--- src/rtl/slip_axis_framer_pkg.sv ---
// Shared SLIP tokens, framer state encoding and sizing helpers.
package slip_axis_framer_pkg;

    localparam logic [7:0] SLIP_END     = 8'hC0;
    localparam logic [7:0] SLIP_ESC     = 8'hDB;
    localparam logic [7:0] SLIP_ESC_END = 8'hDC;
    localparam logic [7:0] SLIP_ESC_ESC = 8'hDD;

    typedef enum logic [1:0] {
        ST_EMIT_END,
        ST_EMIT_ID,
        ST_PASSTHRU,
        ST_EMIT_CHK
    } state_t;

    function automatic int len_width(input int max_syms);
        return (max_syms == 0) ? 1 : $clog2(max_syms + 1);
    endfunction

endpackage

--- src/rtl/slip_axis_framer_escaper.sv ---
// SLIP escaper: one-entry output register, symbol visible 1 cycle after acceptance.
// Stalls input while the register is full and not draining, or while an escape tail is pending.
module slip_axis_framer_escaper
    import slip_axis_framer_pkg::*;
#(
    parameter int                 W       = 8,
    parameter logic [W-1:0]       SYM_END = W'(SLIP_END),
    parameter logic [W-1:0]       ESC     = W'(SLIP_ESC),
    parameter logic [W-1:0]       ESC_END = W'(SLIP_ESC_END),
    parameter logic [W-1:0]       ESC_ESC = W'(SLIP_ESC_ESC)
) (
    input  logic         i_clk,
    input  logic         i_rst,
    input  logic         in_vld,
    output logic         in_rdy,
    input  logic [W-1:0] in_dat,
    input  logic         in_end,
    output logic         out_vld,
    input  logic         out_rdy,
    output logic [W-1:0] out_dat
);

    logic         out_vld_q;
    logic [W-1:0] out_dat_q;
    logic         tail_q;
    logic [W-1:0] tail_dat_q;

    assign in_rdy  = !out_vld_q || (out_rdy && !tail_q);
    assign out_vld = out_vld_q;
    assign out_dat = out_dat_q;

    // in_end marks the framing delimiter, the only symbol passed through raw
    always_ff @(posedge i_clk or posedge i_rst) begin
        if (i_rst) begin
            out_vld_q  <= 1'b0;
            out_dat_q  <= '0;
            tail_q     <= 1'b0;
            tail_dat_q <= '0;
        end else if (in_vld && in_rdy) begin
            out_vld_q <= 1'b1;
            if (!in_end && in_dat == SYM_END) begin
                out_dat_q  <= ESC;
                tail_q     <= 1'b1;
                tail_dat_q <= ESC_END;
            end else if (!in_end && in_dat == ESC) begin
                out_dat_q  <= ESC;
                tail_q     <= 1'b1;
                tail_dat_q <= ESC_ESC;
            end else begin
                out_dat_q <= in_dat;
                tail_q    <= 1'b0;
            end
        end else if (out_vld_q && out_rdy) begin
            if (tail_q) begin
                out_dat_q <= tail_dat_q;
                tail_q    <= 1'b0;
            end else begin
                out_vld_q <= 1'b0;
            end
        end
    end

endmodule

--- src/rtl/slip_axis_framer.sv ---
// AXI-S to SLIP framer: END, ID, DATA, optional XOR CHK; output 1 cycle after escaper accepts.
// No skid: s_tready is combinational from the escaper ready, so m_tready=0 stalls everything.
module slip_axis_framer
    import slip_axis_framer_pkg::*;
#(
    parameter int                          SYMBOL_WIDTH   = 8,
    parameter int                          ID_SYMS        = 1,
    parameter int                          MAX_PKT_SYMS   = 0,
    parameter int                          CHECKSUM_EN    = 0,
    parameter logic [SYMBOL_WIDTH-1:0]     SYMBOL_END     = SYMBOL_WIDTH'(SLIP_END),
    parameter logic [SYMBOL_WIDTH-1:0]     SYMBOL_ESC     = SYMBOL_WIDTH'(SLIP_ESC),
    parameter logic [SYMBOL_WIDTH-1:0]     SYMBOL_ESC_END = SYMBOL_WIDTH'(SLIP_ESC_END),
    parameter logic [SYMBOL_WIDTH-1:0]     SYMBOL_ESC_ESC = SYMBOL_WIDTH'(SLIP_ESC_ESC)
) (
    input  logic                            i_clk,
    input  logic                            i_rst,
    input  logic                            i_s_axis_tvalid,
    output logic                            o_s_axis_tready,
    input  logic [SYMBOL_WIDTH-1:0]         i_s_axis_tdata,
    input  logic                            i_s_axis_tkeep,
    input  logic                            i_s_axis_tlast,
    input  logic [ID_SYMS*SYMBOL_WIDTH-1:0] i_s_axis_tid,
    output logic                            o_m_axis_tvalid,
    input  logic                            i_m_axis_tready,
    output logic [SYMBOL_WIDTH-1:0]         o_m_axis_tdata
);

    localparam int     TID_W    = ID_SYMS * SYMBOL_WIDTH;
    localparam int     IDX_W    = (ID_SYMS > 1) ? $clog2(ID_SYMS) : 1;
    localparam int     LEN_W    = len_width(MAX_PKT_SYMS);
    localparam state_t ST_CLOSE = (CHECKSUM_EN != 0) ? ST_EMIT_CHK : ST_EMIT_END;

    state_t                  state_q, state_d;
    logic [IDX_W-1:0]        idx_q, idx_d;
    logic [LEN_W-1:0]        len_q, len_d;
    logic [SYMBOL_WIDTH-1:0] chk_q, chk_d;
    logic [TID_W-1:0]        cur_id_q, cur_id_d;

    logic                    esc_vld, esc_rdy, esc_end;
    logic [SYMBOL_WIDTH-1:0] esc_dat, id_sym;
    logic                    len_hit;

    // ID goes out most-significant symbol first
    assign id_sym  = i_s_axis_tid[(ID_SYMS - 1 - int'(idx_q)) * SYMBOL_WIDTH +: SYMBOL_WIDTH];
    assign len_hit = (MAX_PKT_SYMS != 0) && ((len_q + LEN_W'(1)) == LEN_W'(MAX_PKT_SYMS));

    always_ff @(posedge i_clk or posedge i_rst) begin
        if (i_rst) begin
            state_q  <= ST_EMIT_END;
            idx_q    <= '0;
            len_q    <= '0;
            chk_q    <= '0;
            cur_id_q <= '1;
        end else begin
            state_q  <= state_d;
            idx_q    <= idx_d;
            len_q    <= len_d;
            chk_q    <= chk_d;
            cur_id_q <= cur_id_d;
        end
    end

    always_comb begin
        state_d         = state_q;
        idx_d           = idx_q;
        len_d           = len_q;
        chk_d           = chk_q;
        cur_id_d        = cur_id_q;
        esc_vld         = 1'b0;
        esc_end         = 1'b0;
        esc_dat         = '0;
        o_s_axis_tready = 1'b0;
        unique case (state_q)
            ST_EMIT_END: begin
                esc_vld = 1'b1;
                esc_end = 1'b1;
                esc_dat = SYMBOL_END;
                if (esc_rdy) begin
                    state_d = ST_EMIT_ID;
                    idx_d   = '0;
                    len_d   = '0;
                    chk_d   = '0;
                end
            end
            ST_EMIT_ID: begin
                if (i_s_axis_tvalid) begin
                    esc_vld = 1'b1;
                    esc_dat = id_sym;
                    if (esc_rdy) begin
                        chk_d = chk_q ^ id_sym;
                        if (idx_q == IDX_W'(ID_SYMS - 1)) begin
                            cur_id_d = i_s_axis_tid;
                            state_d  = ST_PASSTHRU;
                        end else begin
                            idx_d = idx_q + IDX_W'(1);
                        end
                    end
                end
            end
            ST_PASSTHRU: begin
                // A new TID closes the frame but is left pending to open the next one
                if (i_s_axis_tvalid) begin
                    if (i_s_axis_tid != cur_id_q) begin
                        state_d = ST_CLOSE;
                    end else if (i_s_axis_tkeep) begin
                        esc_vld         = 1'b1;
                        esc_dat         = i_s_axis_tdata;
                        o_s_axis_tready = esc_rdy;
                        if (esc_rdy) begin
                            chk_d = chk_q ^ i_s_axis_tdata;
                            len_d = len_q + LEN_W'(1);
                            if (i_s_axis_tlast || len_hit) begin
                                state_d = ST_CLOSE;
                            end
                        end
                    end else begin
                        o_s_axis_tready = 1'b1;
                        if (i_s_axis_tlast) begin
                            state_d = ST_CLOSE;
                        end
                    end
                end
            end
            ST_EMIT_CHK: begin
                esc_vld = 1'b1;
                esc_dat = chk_q;
                if (esc_rdy) begin
                    state_d = ST_EMIT_END;
                end
            end
            default: state_d = ST_EMIT_END;
        endcase
    end

    slip_axis_framer_escaper #(
        .W       (SYMBOL_WIDTH),
        .SYM_END (SYMBOL_END),
        .ESC     (SYMBOL_ESC),
        .ESC_END (SYMBOL_ESC_END),
        .ESC_ESC (SYMBOL_ESC_ESC)
    ) u_escaper (
        .i_clk   (i_clk),
        .i_rst   (i_rst),
        .in_vld  (esc_vld),
        .in_rdy  (esc_rdy),
        .in_dat  (esc_dat),
        .in_end  (esc_end),
        .out_vld (o_m_axis_tvalid),
        .out_rdy (i_m_axis_tready),
        .out_dat (o_m_axis_tdata)
    );

endmodule

--- config.mk ---
export PLATFORM = sky130hd
export DESIGN_NAME = slip_axis_framer
export DESIGN_NICKNAME = d
export VERILOG_FILES = /design/src/rtl/slip_axis_framer_pkg.sv /design/src/rtl/slip_axis_framer_escaper.sv /design/src/rtl/slip_axis_framer.sv
export SDC_FILE = /design/constraint.sdc
export NUM_CORES = 1
export LEC_CHECK = 0
export ABC_AREA = 1
export CORE_MARGIN = 10
export CORE_UTILIZATION = 50
export CTS_BUF_LIST = sky130_fd_sc_hd__clkbuf_2
export DETAILED_ROUTE_END_ITERATION = 8
export PLACE_DENSITY = 0.86
export SETUP_SLACK_MARGIN = 0.02
export SLEW_MARGIN = 10
export SYNTH_ARGS = -nofsm -noshare
export SYNTH_HDL_FRONTEND = slang
export SYNTH_SLANG_ARGS = --single-unit
--- constraint.sdc ---
create_clock -name i_clk -period 1.65 [get_ports i_clk]
set_input_delay 0.2475 -clock i_clk [delete_from_list [all_inputs] [get_ports i_clk]]
set_output_delay 0.2475 -clock i_clk [all_outputs]
set_load 0.005 [all_outputs]
==> flow_summary.yaml, run 1 <==
final_layout:
  fin_nets: 388
  area_growth_pct: 47.4
  n_antenna_cell: 0
  final_area_um2: 2860
  fillCellCount: 260
  layout-drive-gt1-share: 0.298
logic_synthesis:
  yosysUniqueCellTypes: 26
  synth_nets: 308
  synth-adder-area-share: 0.0258
  ys_seq_area_frac: 0.393
  synth_compound_area_frac: 0.185
  synth.area.mux_share: 0
  synthXorXnorAreaFrac: 0
  synth_top_cell_area_share: 0.284
  synthFlopType: "dfrtp_1"
  async_reset_ff_frac: 1.00
  avgSynthCellArea_um2: 6.87
  synth_cells: 282
  synth.area.top_cells: "dfrtp_1, nand2_1, dfstp_2"
  yosysWarningCount: 0
  synth-seq-cells: 30
  mappedNetlistArea_um2: 1940
  synth_top_family_by_area: "simple AND/OR/NAND/NOR gates"
  synth_edf_count: 0
  synth_top_area_cell: "dfrtp_1"
  synthSimpleGateAreaFrac: 0.270
outcome:
  violations: "negative setup slack"
  status: "finished, violations left"
cts:
  clock_sinks: 30
  numCtsBuffers: 5
  cts_tree: "built"
  hold_buffers: 0
  insertion_delay_ns: 0.38
  cts.htree.levels: 2
  max-clock-path-buffers: 2
  clock-root-buffer: "clkbuf_2"
  clkSlewWorstSetupHoldPaths_ns: 0.16
worst_setup_path:
  critPathTopFamily: "simple AND/OR/NAND/NOR gates"
  crit_cells: 16
  critPathBufInv: 3
  slowest_delay_ns: 0.59
  worst-r2r-cell-count: 16
  arrival_ns: 2.47
  r2r_setup_slack_ns: -0.49
  startpoint: "cur_id_q[0]$_DFFE_PP1P_"
  cp_common_cell: "nand2_1"
  crit_required_ns: 1.98
  rr_startpoint: "cur_id_q[0]$_DFFE_PP1P_"
  crit_type: "reg -> reg"
  cp-start-kind: "flip-flop"
  cpMaxStageDelayCell: "dfstp_2"
  worst_setup_path_end_kind: "flip-flop"
  path_cells: "buf_4 -> nand2_1 -> nand2_1 -> nor2_1 -> nand2_1 -> nor2_4 -> buf_6 -> nand4_1 -> nand2_2 -> inv_1 -> nand2_1 -> nor2_1 -> nand3_2 -> nand2_2 -> nand2_4 -> a21oi_2"
  crit_fanout: 7
routing:
  via_per_inst: 5.44
  drtIter0Drc: 254
  wl_mm: 6.02
  dr_total_vias: 2235
  antenna_left: 0
  routedWlPerCell_um: 14.6
  drtPass1Iterations: 6
  drcViolationCount: 0
power_and_ir_drop:
  total_leakage_power_nw: 1.43
  pwr_density_cell_nw_per_um2: 1860
  power_mw: 5.31
  ir_drop_mv: 0.844
grt:
  grt.overflow.total: 0
  grt_pass1_wl_mm: 9.21
  antenna_found_initial: 0
  grt_max_degree: 31
  grt_pass1_vias: 2024
  grt_use_total: 0.173
placement:
  place_hpwl_mm: 3.99
  portBuffers: 31
  placedInstanceArea_um2: 2640
  place_congestion: 0.885
timing:
  fin_ws_ns: -0.489
  skew_ns: 0.0109
  fmax_mhz: 468
  max-slew-margin-rel: 0.726
  fin_crit_sh: 1.30
  finalHoldViolations: 0
  finalSetupViolCount: 21
  period_minus_slack_ns: 2.14
  worst_pin_slew_ns: 0.411
  rsz0062_at_grt: "yes"
  slew_violations: 0
floorplanning:
  die_h_um: 82.3
  dieArea_um2: 6770
  start_util: 0.522
  core_area_um2: 3720
  fp-row-count: 22
  die_w_um: 82.3
  io_pins: 32
flow_run:
  cap_violations: 0
hold_path:
  hold_path.class: "in -> async"
==> report_power, final <==
group / internal [mW] / switching (mW) / leakage [nW]
combinational: 1.62 / 2.00 / 1.05
sequential: 1.14 / 0.185 / 0.355
clock: 0.104 / 0.262 / 0.0304
==> worst paths after layout <==
check	endpoint
max	u_escaper.out_dat[3]$_DFFE_PP0P_
min	u_escaper.out_dat[1]$_DFFE_PP0P_
max reg2reg	u_escaper.out_dat[3]$_DFFE_PP0P_
min reg2reg	cur_id_q[2]$_DFFE_PP1P_
max in group asynchronous	cur_id_q[5]$_DFFE_PP1P_
min in group i_clk	cur_id_q[6]$_DFFE_PP1P_
==> worst min-delay path, delay by kind of cell <==
kind                   cells  cell delay, ns
buffers and inverters      3            0.79
==> cell usage after synthesis, types with 2 or more instances <==
library cell / number
nand2_1: 87
inv_1: 52
o21ai_0: 24
dfrtp_1: 22
o22ai_1: 16
a21oi_1: 14
nand3_1: 12
nor2_1: 10
nand4_1: 9
dfstp_2: 8
clkbuf_1: 4
ha_1: 4
a21oi_2: 3
a221oi_1: 2
inv_2: 2
nand2_2: 2
nor2_2: 2
==> cell families (layout without fill, tap and decap cells) <==
| group | Yosys count | count (layout) |
|---|---|---|
| AOI/OAI and AO/OA | 62 | 62 |
| DFF | 30 | 30 |
| buffers and inverters | 62 | 143 |
| adders and majority gates | 4 | 4 |
| and+or+nand+nor | 124 | 124 |
==> routing by layer <==
layer  track usage  share of wire  vias up
met5             0              0        -
met4        0.0748          0.037        0
met3        0.0497          0.083       27
li1              -              -     1075
met2         0.277           0.47      134
met1         0.212           0.41      999
==> cell type report <==
| type | instances | area, µm² | area share |
|---|---|---|---|
| multi-input cells | 190 | 1070 | 0.375 |
| flip-flops and latches | 30 | 761 | 0.266 |
| repair buffers | 80 | 718 | 0.251 |
| inverters | 55 | 209 | 0.0731 |
| well taps | 48 | 60.1 | 0.0210 |
| clock buffers | 6 | 30.0 | 0.0105 |
| clock inverters | 2 | 8.76 | 0.00307 |
==> per-stage QoR <==
step | util | hold slack (ns) | TNS [ns] | setup slack (ns) | instances
final | 0.769 | 0.217 | -6.76 | -0.489 | 411
after global routing | 0.769 | 0.270 | -9.90 | -0.628 | 411
after CTS | 0.742 | 0.219 | -5.42 | -0.410 | 409
after detailed placement | 0.709 | 0.478 | -11.39 | -0.635 | 399
after global placement | 0.709 | 0.473 | -9.92 | -0.584 | 399
after floorplan | - | 0.332 | -1.76 | -0.130 | 282
==> timing repair <==
action                                  in CTS  in global routing
resized for setup                           24                 25
setup buffers                                2                  2
pin swaps                                   14                  9
endpoints found under the setup margin      21                 23
==> flip-flops by register name, indices dropped and copies added (netlist names) <==
register,cells
u_escaper.tail_q,1
chk_q,8
cur_id_q,8
state_q,2
u_escaper.out_vld,1
u_escaper.out_dat,8
u_escaper.tail_dat_q,2
==> placed cells by master (no fill, tap or decap), drive strengths merged, types with 2 or more instances in the layout <==
master / count
a21oi: 17
ha: 4
clkinv: 3
inv: 54
a221oi: 2
o21ai: 25
buf: 50
dfrtp: 22
nor2: 12
o22ai: 16
nand4: 9
nand2: 90
clkbuf: 6
clkdlybuf4s50: 30
nand3: 12
dfstp: 8
Power figures use the tool's default switching activity.
==> run 2, diff against run 1 <==
CORE_UTILIZATION = 55   (was 50)
PLACE_DENSITY = 0.89   (was 0.86)
clock period = 2.3 ns   (was 1.65 ns; I/O delays follow)
==> flow_summary.yaml, run 2 (synthesis gave the netlist of run 1 again) <==
floorplanning:
  io_pins: 32
  fp-row-count: 21
  start_util: 0.576
  die_w_um: 79.4
  core_area_um2: 3360
  dieArea_um2: 6300
  die_h_um: 79.4
worst_setup_path:
  arrival_ns: 2.51
  crit_type: "reg -> reg"
  crit_fanout: 8
  cpMaxStageDelayCell: "dfstp_2"
  crit_required_ns: 2.62
  slowest_delay_ns: 0.58
  cp_common_cell: "nand2_1"
  cp-start-kind: "flip-flop"
  worst_setup_path_end_kind: "flip-flop"
  path_cells: "inv_1 -> nand2_1 -> nand2_1 -> nor2_1 -> nand2_1 -> nor2_4 -> buf_6 -> buf_6 -> nand4_1 -> nand2_1 -> nand2_1 -> nor2_2 -> nand3_1 -> nand2_2 -> nand2_4 -> a21oi_2"
routing:
  drtPass1Iterations: 5
  drtIter0Drc: 214
  wl_mm: 5.40
  dr_total_vias: 2140
  routedWlPerCell_um: 13.8
  via_per_inst: 5.47
  drcViolationCount: 0
  antenna_left: 0
timing:
  rsz0062_at_grt: "yes"
  fin_crit_sh: 0.951
  fin_ws_ns: 0.113
  worst_pin_slew_ns: 0.483
  slew_violations: 0
  period_minus_slack_ns: 2.19
  finalSetupViolCount: 0
  hold-worst-slack_ns: 0.313
  max-slew-margin-rel: 0.677
  fmax_mhz: 457
  finalHoldViolations: 0
  tns_ns: 0
  skew_ns: 0.0202
final_layout:
  fin_nets: 370
  layout-drive-gt1-share: 0.206
  mostFrequentLayoutCells: "nand2_1, inv_1, clkdlybuf4s50_1"
  n_antenna_cell: 0
  area_growth_pct: 33.4
  final_common_cell: "nand2_1"
cts:
  clkSlewWorstSetupHoldPaths_ns: 0.16
  cts.htree.levels: 2
  clock_sinks: 30
  numCtsBuffers: 5
  max-clock-path-buffers: 2
  clock-root-buffer: "clkbuf_2"
  cts_tree: "built"
  insertion_delay_ns: 0.39
  hold_buffers: 0
grt:
  grt.overflow.total: 0
  grt_pass1_vias: 1938
  grt_use_total: 0.165
  grt_pass1_wl_mm: 8.46
  antenna_found_initial: 0
  grt_max_degree: 31
power_and_ir_drop:
  ir_drop_mv: 0.654
  total_leakage_power_nw: 1.32
  pwr_density_cell_nw_per_um2: 1270
placement:
  portBuffers: 31
  place_congestion: 0.896
  pre_cts_slack_ns: -0.148
  place_hpwl_mm: 3.95
flow_run:
  cap_violations: 0
hold_path:
  hold_path.class: "in -> async"
outcome:
  status: "finished, final reports clean"
[run 2: changes by cell type in the layout (fill, tap and decap cells not counted), moves of 6 or more]
cell / delta
buf_4: -13
nand3_1: +7
o21ai_0: +6
nand3_2: -7
[run 2: power breakdown]
group / internal [mW] / switching [mW]
registers: 0.820 / 0.142
clock network: 0.0895 / 0.184
logic: 0.848 / 1.20
[run 2: area by class of cell]
type	count	area (µm²)
fill	259	778
multi-input combinational	190	971
tap	46	57.6
inverter	55	206
sequential	30	761
clock buffer	8	40.0
timing repair buffer	62	549
[run 2: per-layer routing]
metal  vias up  track usage  share of wire
met2       111        0.272           0.48
li1       1036            -              -
met1       979        0.192           0.42
met3        14       0.0484          0.076
met4         0       0.0753          0.025
met5         -            0              0
[run 2: final timing paths]
kind / depth (start not counted) / slack, ns / end / from
min: 3 / 0.31 / u_escaper.out_dat[2]$_DFFE_PP0P_ / i_rst
max: 16 / 0.11 / u_escaper.out_dat[3]$_DFFE_PP0P_ / cur_id_q[6]$_DFFE_PP1P_
max reg2reg: 16 / 0.11 / u_escaper.out_dat[3]$_DFFE_PP0P_ / cur_id_q[6]$_DFFE_PP1P_
min reg2reg: 2 / 0.52 / u_escaper.tail_dat_q[6]$_DFFE_PP0P_ / u_escaper.tail_dat_q[6]$_DFFE_PP0P_
min in group i_clk: 2 / 0.52 / u_escaper.tail_dat_q[6]$_DFFE_PP0P_ / u_escaper.tail_dat_q[6]$_DFFE_PP0P_
max in group asynchronous: 3 / 1.65 / cur_id_q[2]$_DFFE_PP1P_ / i_rst
[run 2: critical path: cells and delay by family, from the launching register on]
family	cells	cell delay [ns]
flip-flops	1	0.58
AND/OR/NAND/NOR	12	1.13
AO/OA/AOI/OAI	1	0.13
buffers and inverters	3	0.27
[run 2: stage by stage]
step                      total power [mW]  utilization  cell area, µm²  std cells
after floorplan                       2.19            -            1940        282
after global placement                2.73        0.728            2450        376
after detailed placement              2.82        0.728            2450        376
after CTS                             3.11        0.745            2510        386
after global routing                  3.53        0.769            2580        391
final                                 3.28        0.769            2580        391
[run 2: timing repair]
item	in CTS	in global routing
hold endpoints to repair	0	0
setup endpoints to repair	1	19
pin swaps	1	11
setup buffers	2	5
resized for setup	2	17
